File: config.mk
export PLATFORM = sky130hd
export DESIGN_NAME = bp_update_sched
export DESIGN_NICKNAME = d
export VERILOG_FILES = /design/src/rtl/bp_update_sched.sv
export SDC_FILE = /design/constraint.sdc
export NUM_CORES = 1
export LEC_CHECK = 0
export ABC_AREA = 1
export CORE_ASPECT_RATIO = 0.9
export CORE_MARGIN = 2
export CORE_UTILIZATION = 30
export DETAILED_ROUTE_END_ITERATION = 6
export PLACE_DENSITY = 0.56
export RECOVER_POWER = 25
export SLEW_MARGIN = 30
export SYNTH_ARGS = -nofsm -noshare
export SYNTH_HDL_FRONTEND = slang
export SYNTH_SLANG_ARGS = --single-unit
File: constraint.sdc
create_clock -name clk -period 7 [get_ports clk]
set_input_delay 1.75 -clock clk [delete_from_list [all_inputs] [get_ports clk]]
set_output_delay 1.75 -clock clk [all_outputs]
set_load 0.1 [all_outputs]
File: src/rtl/bp_update_sched.sv
`default_nettype none
// ----------------------------------------------------------------------------
// bp_update_sched: in-order queue that schedules branch-predictor updates
// into a single-write-port BTB/counter table.
// Revision: 1.0
// ----------------------------------------------------------------------------
module bp_update_sched #(
  parameter int DEPTH  = 4,
  parameter int CNT_W  = 2,
  parameter int DROP_W = 16
) (
  input  logic                       clk,
  input  logic                       reset,
  input  logic                       upd_valid,
  input  logic [31:0]                upd_pc,
  input  logic [31:0]                upd_target,
  input  logic                       upd_taken,
  input  logic                       upd_mispredict,
  input  logic [CNT_W-1:0]           upd_counter,
  input  logic                       flush,
  input  logic                       tbl_ready,
  output logic                       tbl_wr_en,
  output logic [31:0]                tbl_wr_pc,
  output logic [31:0]                tbl_wr_target,
  output logic [CNT_W-1:0]           tbl_wr_counter,
  output logic [$clog2(DEPTH):0]     q_count,
  output logic                       q_full,
  output logic [DROP_W-1:0]          drop_cnt
);

  localparam int PTR_W = $clog2(DEPTH);
  localparam int QC_W  = PTR_W + 1;
  localparam logic [QC_W-1:0] FULL_CNT = QC_W'(DEPTH);

  typedef enum logic {IDLE = 1'b0, WRITE = 1'b1} state_t;
  state_t state;

  logic [31:0]      pc_mem  [DEPTH];
  logic [31:0]      tgt_mem [DEPTH];
  logic [CNT_W-1:0] cnt_mem [DEPTH];

  logic [PTR_W-1:0] wr_ptr, rd_ptr;
  logic [QC_W-1:0]  count;

  logic [CNT_W-1:0] new_cnt;
  logic [31:0]      pc_aligned;
  logic             enq, full, pop, push, ovr, drop, fwd;
  logic [PTR_W-1:0] last_ptr, next_rd, mem_idx;

  assign pc_aligned = {upd_pc[31:2], 2'b00};
  assign new_cnt    = upd_taken ? ((&upd_counter) ? upd_counter : upd_counter + CNT_W'(1))
                                : ((upd_counter == '0) ? upd_counter : upd_counter - CNT_W'(1));

  assign full     = (count == FULL_CNT);
  assign pop      = (state == WRITE) && tbl_ready;
  assign enq      = upd_valid && !flush;
  assign push     = enq && !full;
  assign last_ptr = wr_ptr - PTR_W'(1);
  assign next_rd  = rd_ptr + PTR_W'(1);
  assign ovr      = enq && full && upd_mispredict && !((state == WRITE) && (last_ptr == rd_ptr));
  assign drop     = enq && full && !ovr;
  assign mem_idx  = push ? wr_ptr : last_ptr;
  // An overwrite that lands on the entry about to be presented must be seen by the table.
  assign fwd      = ovr && (last_ptr == next_rd);

  assign q_count = count;

  always_ff @(posedge clk) begin
    if (push || ovr) begin
      pc_mem[mem_idx]  <= pc_aligned;
      tgt_mem[mem_idx] <= upd_target;
      cnt_mem[mem_idx] <= new_cnt;
    end
  end

  always_ff @(posedge clk) begin
    if (reset) begin
      state          <= IDLE;
      wr_ptr         <= '0;
      rd_ptr         <= '0;
      count          <= '0;
      q_full         <= 1'b0;
      drop_cnt       <= '0;
      tbl_wr_en      <= 1'b0;
      tbl_wr_pc      <= '0;
      tbl_wr_target  <= '0;
      tbl_wr_counter <= '0;
    end else begin
      if (drop && (drop_cnt != '1))
        drop_cnt <= drop_cnt + DROP_W'(1);

      if (flush) begin
        state     <= IDLE;
        wr_ptr    <= '0;
        rd_ptr    <= '0;
        count     <= '0;
        q_full    <= 1'b0;
        tbl_wr_en <= 1'b0;
      end else begin
        if (push)
          wr_ptr <= wr_ptr + PTR_W'(1);
        count  <= count + QC_W'(push) - QC_W'(pop);
        q_full <= ((count + QC_W'(push) - QC_W'(pop)) == FULL_CNT);

        case (state)
          IDLE: begin
            if (count != '0) begin
              tbl_wr_pc      <= pc_mem[rd_ptr];
              tbl_wr_target  <= tgt_mem[rd_ptr];
              tbl_wr_counter <= cnt_mem[rd_ptr];
              tbl_wr_en      <= 1'b1;
              state          <= WRITE;
            end
          end
          WRITE: begin
            if (tbl_ready) begin
              rd_ptr <= next_rd;
              if (count > QC_W'(1)) begin
                tbl_wr_pc      <= fwd ? pc_aligned : pc_mem[next_rd];
                tbl_wr_target  <= fwd ? upd_target : tgt_mem[next_rd];
                tbl_wr_counter <= fwd ? new_cnt    : cnt_mem[next_rd];
              end else begin
                tbl_wr_en <= 1'b0;
                state     <= IDLE;
              end
            end
          end
          default: state <= IDLE;
        endcase
      end
    end
  end

endmodule
`default_nettype wire

# After elaboration in Yosys (flattened, before gate mapping)
# Memory sizes are Yosys's and may differ from the RTL's. A register that Yosys moved wholly into a read port is not among the register bits.
# Index checks and enable logic that the tools add are counted.
[totals] ff_bits=92 ram_bits=256 in_bits=73 word_cells=90 mem_count=3
[classes] addsub=8 n_lt_le_gt_ge=1 eq_ne=9 muxes=35 n_bitwise=2 n_reduce_logical=22
[mem_list] name="tgt_mem" depth=4 width=32 read_ports=2 rd_clocked_by_memory_dff=1 wr=1 line="39" rtl="logic [31:0] tgt_mem [DEPTH];"
[mem_list] name="pc_mem" depth=4 width=30 read_ports=2 rd_clocked_by_memory_dff=1 wr=1 line="38" rtl="logic [31:0] pc_mem [DEPTH];"
[mem_list] name="cnt_mem" depth=4 width=2 read_ports=2 rd_clocked_by_memory_dff=1 wr=1 line="40" rtl="logic [CNT_W-1:0] cnt_mem [DEPTH];"
[ops] op="$mux W32" count=8
[ops] op="$pmux W32 S2" count=2
[ops] op="$mux W2" count=14
[ops] op="$add A16 B1 Y16 const B" count=1
[ops] op="$ne A16 B16 Y1 const B" count=1
[ops] op="$logic_and A1 B1 Y1" count=10
[ops] op="$mux W1" count=8
[ops] op="$add A2 B1 Y2 const B" count=3
[ops] op="$eq A3 B3 Y1 const B" count=2
[ops] op="$ne A2 B2 Y1 const B" count=3
[ops] op="$eq A2 B2 Y1" count=2
[ops] op="$logic_not A1 Y1" count=4
[ops] op="$pmux W1 S2" count=2
[ops] op="$pmux W2 S2" count=1
[ops] op="$reduce_and A2 Y1" count=2
[ops] op="$reduce_and A4 Y1" count=1
[ops] op="$sub A2 B1 Y2 const B" count=2
[ops] op="$add A3 B1 Y3" count=1
[ops] op="$gt A3 B1 Y1 const B" count=1
[ops] op="$reduce_and A3 Y1" count=1
[ops] op="$reduce_bool A3 Y1" count=1
[ops] op="$sub A3 B1 Y3" count=1
[ops] op="$logic_not A2 Y1" count=1
[ops] op="$ne A2 B1 Y1 const B" count=1
[ops] op="3 further kinds" count=4

# Logic depth before layout (Yosys ltp)
# Gate-level depths: netlist of the first run.
[depth] depth_word=10 mapped_depth=12

# Worst setup path before layout of the first run
# No wires, ideal clock.
[synth_timing] path_kind="input -> register" start="input port upd_valid" end="memory cnt_mem[0][0], enable pin" arrival_time_ns=5.234 required_ns=6.513 slack_ns=1.280 stages=8 path_buffers=0 path_cell_list="inv_1 -> nor2_1 -> nand3_2 -> nor2_4 -> nand2_2 -> nand2_1 -> nand2_1 -> nor2_1"
[synth_between] elab_chain_cells=7 elab_cells_between_ends=9 classes_between="mux (3); reduce/logical (6)"
[synth_rtl] item="from (decl)" line="14" rtl="input logic upd_valid,"
[synth_rtl] item="$logic_and A1 B1 Y1 *" line="56" rtl="assign enq = upd_valid && !flush;"
[synth_rtl] item="$logic_and A1 B1 Y1 (3 in series)" line="60" rtl="assign ovr = enq && full && upd_mispredict && !((state == WRITE) && (last_ptr == rd_ptr));"
[synth_rtl] item="$logic_or A1 B1 Y1" line="69" rtl="if (push || ovr) begin"
[synth_rtl] item="$mux W1" line="69"
[synth_rtl] item="$mux W1 (not written as such)" line="72" rtl="cnt_mem[mem_idx] <= new_cnt;"
[synth_rtl] item="to (decl)" line="40"
# Every way passes the cells marked *; elsewhere a longest branch is shown, timed or not.

# Worst setup path in the final report of the first run
[layout_timing] start="input port flush" end="memory pc_mem[0][5] in the netlist's numbering, enable pin"
[layout_between] elab_chain_cells=8 elab_cells_between_ends=10 classes_between="mux (3); reduce/logical (7)"
[layout_rtl] item="from (decl)" line="20" rtl="input logic flush,"
[layout_rtl] item="$logic_not A1 Y1 *" line="56"
[layout_rtl] item="$logic_and A1 B1 Y1 *" line="56"
[layout_rtl] item="$logic_and A1 B1 Y1 (3 in series)" line="60"
[layout_rtl] item="$logic_or A1 B1 Y1" line="69"
[layout_rtl] item="$mux W1" line="69"
[layout_rtl] item="$mux W1 (not written as such)" line="70" rtl="pc_mem[mem_idx] <= pc_aligned;"
[layout_rtl] item="to (decl)" line="38"
# Marks and branches as above.

==> results of run 1 <==
-- report_power, final --
part	leakage [uW]	switching, uW	internal, uW
combinational	0.00425	314	115
sequential	0.00307	33.6	2280
clock	0.000607	827	1200
total	0.00793	1170	3590
-- area by class of cell --
cell class / count / area share
flip-flops and latches: 348 / 0.458
diodes: 3 / 0.000361
clock inverters: 11 / 0.00511
clock buffers: 62 / 0.0550
inverters: 227 / 0.0411
well taps: 765 / 0.0460
repair buffers: 179 / 0.0873
multi-input cells: 1343 / 0.307
-- state kept, by name, indices dropped and copies added (netlist names), named ones only --
| register | flops |
|---|---|
| drop_cnt | 16 |
| tbl_wr_pc | 30 |
| tbl_wr_counter | 2 |
| q_count | 3 |
| q_full | 1 |
| rd_ptr | 2 |
| wr_ptr | 2 |
| state | 1 |
| tbl_wr_target | 32 |
| pc_mem | 120 |
| tgt_mem | 128 |
| cnt_mem | 8 |
| tbl_wr_en | 1 |
-- final timing paths --
kind	end	slack (ns)
setup / recovery	pc_mem[0][5]	2.85
hold / removal	tbl_wr_target[8]	0.51
setup reg to reg	pc_mem[0][5]	3.65
hold reg to reg	tbl_wr_target[8]	0.51
-- metrics by stage --
stage	hold slack, ns	util
detailed placement	0.481	0.341
floorplan	0.494	-
CTS	0.510	0.363
global route	0.545	0.364
global placement	0.480	0.340
finish	0.513	0.364
-- metal layers --
layer  GRT usage  vias to the layer above  share of wire
li1            -                     7148              -
met1       0.238                     7153           0.43
met2       0.300                      632           0.47
met3      0.0346                      121          0.079
met4      0.0609                       12          0.023
met5           0                        -         0.0014
-- cells in the final DEF (no fill, tap or decap), types with 3 or more instances in the layout --
master                            count
sky130_fd_sc_hd__buf_6                5
sky130_fd_sc_hd__inv_1              221
sky130_fd_sc_hd__dfxtp_4              4
sky130_fd_sc_hd__buf_2                3
sky130_fd_sc_hd__clkbuf_8             4
sky130_fd_sc_hd__nor2_1              87
sky130_fd_sc_hd__inv_2                4
sky130_fd_sc_hd__clkinv_1             5
sky130_fd_sc_hd__ha_1                 5
sky130_fd_sc_hd__clkbuf_1            17
sky130_fd_sc_hd__xnor2_1              5
sky130_fd_sc_hd__nand3_1            149
sky130_fd_sc_hd__xor2_1               8
sky130_fd_sc_hd__a31oi_1             63
sky130_fd_sc_hd__buf_4               13
sky130_fd_sc_hd__buf_12               5
sky130_fd_sc_hd__nor2_4               5
sky130_fd_sc_hd__dlygate4sd3_1       44
sky130_fd_sc_hd__nor2_2               3
sky130_fd_sc_hd__nand4_1             71
sky130_fd_sc_hd__nand2_2              3
sky130_fd_sc_hd__a21oi_1            279
sky130_fd_sc_hd__edfxtp_1           256
sky130_fd_sc_hd__clkdlybuf4s50_1    108
sky130_fd_sc_hd__o21ai_0            135
sky130_fd_sc_hd__dfxtp_1             88
sky130_fd_sc_hd__diode_2              3
sky130_fd_sc_hd__clkinv_2             3
sky130_fd_sc_hd__clkbuf_16           41
sky130_fd_sc_hd__nand2_1            512
-- critical path: stages --
cell and delay (ns):
sky130_fd_sc_hd__clkdlybuf4s50_1 0.46, sky130_fd_sc_hd__nor2_1 0.24, sky130_fd_sc_hd__nand3_2 0.19, sky130_fd_sc_hd__nor2_4 0.15, sky130_fd_sc_hd__nand2_2 0.16, sky130_fd_sc_hd__nand2_1 0.12
sky130_fd_sc_hd__nand2_1 0.13, sky130_fd_sc_hd__nor2_4 0.71, sky130_fd_sc_hd__buf_12 0.38
-- cell families after synthesis --
kind of cell,synth area share
compound gates,0.143
xor+xnor,0.00653
fa+ha+maj,0.00473
buf+inv,0.0918
flops,0.546
other cells,0.000215
simple gates,0.207
==> impl_summary.log, run 1 <==
[metrics] result of the run: completed
[metrics] setup repair after global routing missed its margin: false
[metrics] via count: between 15k and 20k
[metrics] CP Max Fanout: 43
[metrics] Synth area leaders: sky130_fd_sc_hd__edfxtp_1 44%, sky130_fd_sc_hd__nand2_1 11%, sky130_fd_sc_hd__dfxtp_1 11%
[metrics] die width: ~260 um
[metrics] instance count along the most critical hold path: 4
[metrics] warnings from Yosys: 0
[metrics] leakage power summed over all cells: 0.00793 uW
[metrics] count of state elements after synthesis: ~350
[metrics] drt first pass iters: 5
[metrics] Reg2Reg Depth: 10
[metrics] number of buffers added by the clock tree synthesis step: around 40
[metrics] DRC: 0
[metrics] number of ports placed on the die boundary: 160
[metrics] share of the clock period used by the worst path after layout: 0.592
[metrics] category of the worst setup path launch point: input pin
[metrics] fraction of registers with async set/reset: 0
[metrics] max frequency: 0.241 GHz
[metrics] cts repair resizes: 0
[metrics] final estimated routing congestion in global placement: just under 0.8
[metrics] hold buffer count at CTS: 0
[metrics] setup repair bufs after CTS: 0
[metrics] final net count: 2219
[metrics] Buffers on Ports: between 150 and 200
[metrics] cell area after synthesis: 17400 sq um
[metrics] Avg Cell Area, Syn: 8.44 sq um
[metrics] most instantiated cells after synthesis: 515 x sky130_fd_sc_hd__nand2_1, 279 x sky130_fd_sc_hd__a21oi_1, 256 x sky130_fd_sc_hd__edfxtp_1
[metrics] number of antenna-violating nets in the routed design: 0
[metrics] setup slack at placement: between 2 and 2.5 ns
[metrics] synth-to-layout area growth: 19.4%
[metrics] # fillers: 5653
[metrics] count of H-tree levels built during CTS: 2
[metrics] Reg2Reg Launch Point: rd_ptr[0]
[metrics] sequential cell area: roughly 9500 sq um
[metrics] Post-synth EDFFs: ~260
[metrics] maximum buffer depth of the clock tree: 3
[metrics] final max-slew violation count: 0
[metrics] most used flip-flop cell after synthesis: sky130_fd_sc_hd__edfxtp_1
[metrics] area of the die: ~60000 sq um
[metrics] core region area: between 50000 and 60000 sq um
[metrics] cell area after placement: between 15000 and 20000 sq um
[metrics] number of maximum-capacitance violations: 0
[metrics] Worst-Margin Slew: roughly 1.1 ns
[metrics] smallest setup slack after layout: approximately 2.9 ns
[metrics] average wire length per cell after detail routing: ~19 um
[metrics] via-per-instance ratio: about 5.1
[metrics] most instantiated library cell after synthesis: sky130_fd_sc_hd__nand2_1
[metrics] overall die height: between 200 and 250 um
[metrics] Final setup violation count: 0
[metrics] number of antenna violations at the first check in global routing: 10
[metrics] dominant cell type by area after synthesis: sky130_fd_sc_hd__edfxtp_1
[metrics] Initial DRC Count: about 1.2k
[metrics] Non-Filler Cell Area, Final: around 21000 sq um
[metrics] latest clock arrival within the worst-skew pair: between 0.5 and 0.6 ns
[metrics] root buffer selected by CTS: sky130_fd_sc_hd__clkbuf_16
[metrics] GRT Resource Usage Total: 0.181
[metrics] number of cells produced by synthesis: between 2k and 2.5k
[metrics] sum of negative setup slack: 0 ns
[metrics] Min-Delay Startpoint: tbl_wr_target[8]
[metrics] placed instance count: about 2.9k
[metrics] Arr. time, crit path: approximately 4.3 ns
[metrics] starting density of the core: 0.305
[metrics] launching instance or port of the critical path: flush
[metrics] top-area cell type share of the netlist area: 0.441
[metrics] WP data required: about 7.2 ns
[metrics] placed wire-length estimate after detailed placement: approximately 29000 um
[metrics] tightest slew margin relative to the limit: 0.294
[metrics] count of distinct cell types in the synthesized netlist: 33
[metrics] Tot Pwr: approximately 4800 uW
[metrics] number of sinks driven by the clock tree: roughly 350
[metrics] critical path class: input pin to flop
[metrics] row cnt: between 80 and 90
[metrics] final non-filler cell total: slightly below 3k
[metrics] final global-route overflow total: 0
[metrics] total power divided by cell area: between 200 and 250 nW/um^2
[metrics] Period minus WS final: 4.15 ns
[metrics] peak ir drop on the vdd network: 155 uV
[metrics] area occupied by multi-input gates: 6380 sq um
[metrics] worst clock skew: about 0.015 ns
[metrics] HP Class: flop to flop
[metrics] wire length reported by the detailed router: between 50000 and 60000 um
[metrics] clock input transition at the sequential cells of the worst setup and hold paths: around 0.060 ns
[metrics] maximum number of pins on one net before global-route repair: roughly 100
[metrics] number of global-route vias before repair: roughly 15k
[metrics] share of post-route cells with drive strength above 1: 0.0507
[metrics] clock tree from TritonCTS: done
[metrics] number of failing hold endpoints at the final stage: 0
[metrics] sequential cell area fraction in the yosys report: 0.546
[metrics] first-pass GRT wire length: around 85000 um
[metrics] kind of end point of the critical path: flop
Note: power is estimated with default switching activity, not from simulation.
==> inputs of run 2 (changes only) <==
==> constraint.sdc (replaced) <==
create_clock -name clk -period 4.25 [get_ports clk]
set_input_delay 1.0625 -clock clk [delete_from_list [all_inputs] [get_ports clk]]
set_output_delay 1.0625 -clock clk [all_outputs]
set_load 0.1 [all_outputs]
==> impl_summary.log, run 2 (synthesis gave the netlist of run 1 again) <==
[metrics] DRC: 0
[metrics] kind of end point of the critical path: primary output
[metrics] met3 Usage GRT: 0.0423
[metrics] sum of negative setup slack: 0 ns
[metrics] highest-count cells in the layout ignoring fill and taps: 512 x sky130_fd_sc_hd__nand2_1, 279 x sky130_fd_sc_hd__a21oi_1, 256 x sky130_fd_sc_hd__edfxtp_1
[metrics] top cell family by delay on the critical path: buffers and inverters
[metrics] clock input transition at the sequential cells of the worst setup and hold paths: roughly 0.06 ns
[metrics] ordered cell list for the critical path: clkdlybuf4s50_1
[metrics] Non-Filler Cell Area, Final: between 20000 and 25000 sq um
[metrics] number of antenna-violating nets in the routed design: 1
[metrics] count of H-tree levels built during CTS: 2
[metrics] final global-route overflow total: 0
[metrics] final estimated routing congestion in global placement: a little under 0.8
[metrics] number of ports placed on the die boundary: between 150 and 200
[metrics] via count: roughly 15k
[metrics] max frequency: 0.304 GHz
[metrics] cell type of the slowest stage on the worst timing path: sky130_fd_sc_hd__clkdlybuf4s50_1
[metrics] instance count along the most critical hold path: 2
[metrics] overall die height: 233 um
[metrics] total power divided by cell area: 384 nW/um^2
[metrics] cell area after placement: 19600 sq um
[metrics] tightest slew margin relative to the limit: 0.318
[metrics] wire length reported by the detailed router: approximately 57000 um
[metrics] maximum number of pins on one net before global-route repair: between 150 and 200
[metrics] final max-slew violation count: 0
[metrics] number of antenna violations at the first check in global routing: 8
[metrics] number of failing hold endpoints at the final stage: 0
[metrics] buffers plus inverters on the worst setup path: 1
[metrics] Final setup violation count: 0
[metrics] average wire length per cell after detail routing: just under 20 um
[metrics] setup repair bufs after CTS: 0
[metrics] largest stage delay on the critical path: about 1.2 ns
[metrics] number of maximum-capacitance violations: 0
[metrics] row cnt: 83
[metrics] worst clock skew: around 0.014 ns
[metrics] number of buffers added by the clock tree synthesis step: 40
[metrics] Reg2Reg Depth: 10
[metrics] die width: approximately 260 um
[metrics] via-per-instance ratio: 5.11
[metrics] setup repair after global routing missed its margin: false
[metrics] met1 routing resource usage after global routing: 0.243
[metrics] violated checks: antenna violations
[metrics] Period minus WS final: roughly 3.3 ns
[metrics] most frequent standard cell in the layout excluding fill and tap cells: sky130_fd_sc_hd__nand2_1
[metrics] area of the die: between 60000 and 70000 sq um
[metrics] Arr. time, crit path: 2.23 ns
[metrics] flip-flop count of the largest register after layout: 128
[metrics] share of post-route cells with drive strength above 1: 0.0607
[metrics] CP Max Fanout: 7
[metrics] share of the clock period used by the worst path after layout: 0.775
[metrics] peak ir drop on the vdd network: between 200 and 250 uV
[metrics] synth-to-layout area growth: 20.1%
[metrics] met2 usage in global routing: 0.308
[metrics] critical path class: flop to primary output
[metrics] Buffers on Ports: around 160
[metrics] GRT Resource Usage Total: 0.185
[metrics] WP data required: 3.19 ns
[metrics] hold buffer count at CTS: 0
[metrics] number of gates on the worst path with buffers counted: 1
[metrics] result of the run: complete, but fails checks
[metrics] drt first pass iters: 5
[metrics] starting density of the core: 0.305
[metrics] Initial DRC Count: between 1k and 1.5k
[metrics] smallest setup slack after layout: approximately 0.96 ns
[metrics] category of the worst setup path launch point: flop
[metrics] most used routing layer: met2
[metrics] number of sinks driven by the clock tree: roughly 350
[metrics] Worst-Margin Slew: slightly above 1 ns
[metrics] HP Class: flop to flop
[metrics] leakage power summed over all cells: ~0.0080 uW
[metrics] final net count: 2222
[metrics] clock tree from TritonCTS: done
[metrics] placed wire-length estimate after detailed placement: between 20000 and 30000 um
[metrics] Most flops, register: tgt_mem
[metrics] first-pass GRT wire length: 86300 um
[metrics] latest clock arrival within the worst-skew pair: 0.56 ns
[metrics] registers with the most flip-flops: tgt_mem: 128 flops, pc_mem: 120 flops, tbl_wr_target: 32 flops
[metrics] cts repair resizes: 0
[metrics] root buffer selected by CTS: sky130_fd_sc_hd__clkbuf_16
[metrics] number of global-route vias before repair: between 10k and 15k
[metrics] maximum buffer depth of the clock tree: 3
[metrics] setup slack at placement: just over 0.6 ns
[metrics] core region area: approximately 57000 sq um
[run 2: power breakdown]
group,leakage (uW),total [uW],switching (uW),internal (uW)
clock network,0.000661,3530,1420,2100
registers,0.00307,3800,46.7,3750
logic,0.00428,722,530,192
total,0.00802,8040,2000,6040
[run 2: through the flow]
stage	std cells	hold WS (ns)	power, uW	util
3_5_place_dp	2865	0.483	4600	0.342
5_1_grt	2941	0.528	8310	0.366
6_report	2948	0.501	8040	0.366
2_1_floorplan	2068	0.494	4330	-
3_3_place_gp	2865	0.485	4590	0.343
4_1_cts	2938	0.506	8140	0.365
[run 2: final timing paths]
path	to	slack (ns)	startpoint
hold reg to reg	tbl_wr_en	0.50	tbl_wr_en
setup reg to reg	tgt_mem[1][26]	1.06	rd_ptr[0]
setup / recovery	drop_cnt[2]	0.96	drop_cnt[2]
hold / removal	tbl_wr_en	0.50	tbl_wr_en
[run 2: layout make-up]
| type | count | area (sq um) |
|---|---|---|
| diodes | 9 | 22.5 |
| clock buffers | 54 | 1120 |
| clock inverters | 19 | 204 |
| fillers | 5728 | 36300 |
| inverters | 227 | 856 |
| multi-input cells | 1343 | 6370 |
| flip-flops and latches | 348 | 9540 |
| well taps | 765 | 957 |
| repair buffers | 183 | 1860 |
[run 2: routing by layer]
layer,vias to the layer above,share of wire
li1,7160,-
met1,7266,0.44
met2,552,0.47
met3,90,0.075
met4,6,0.019
met5,-,0.00081
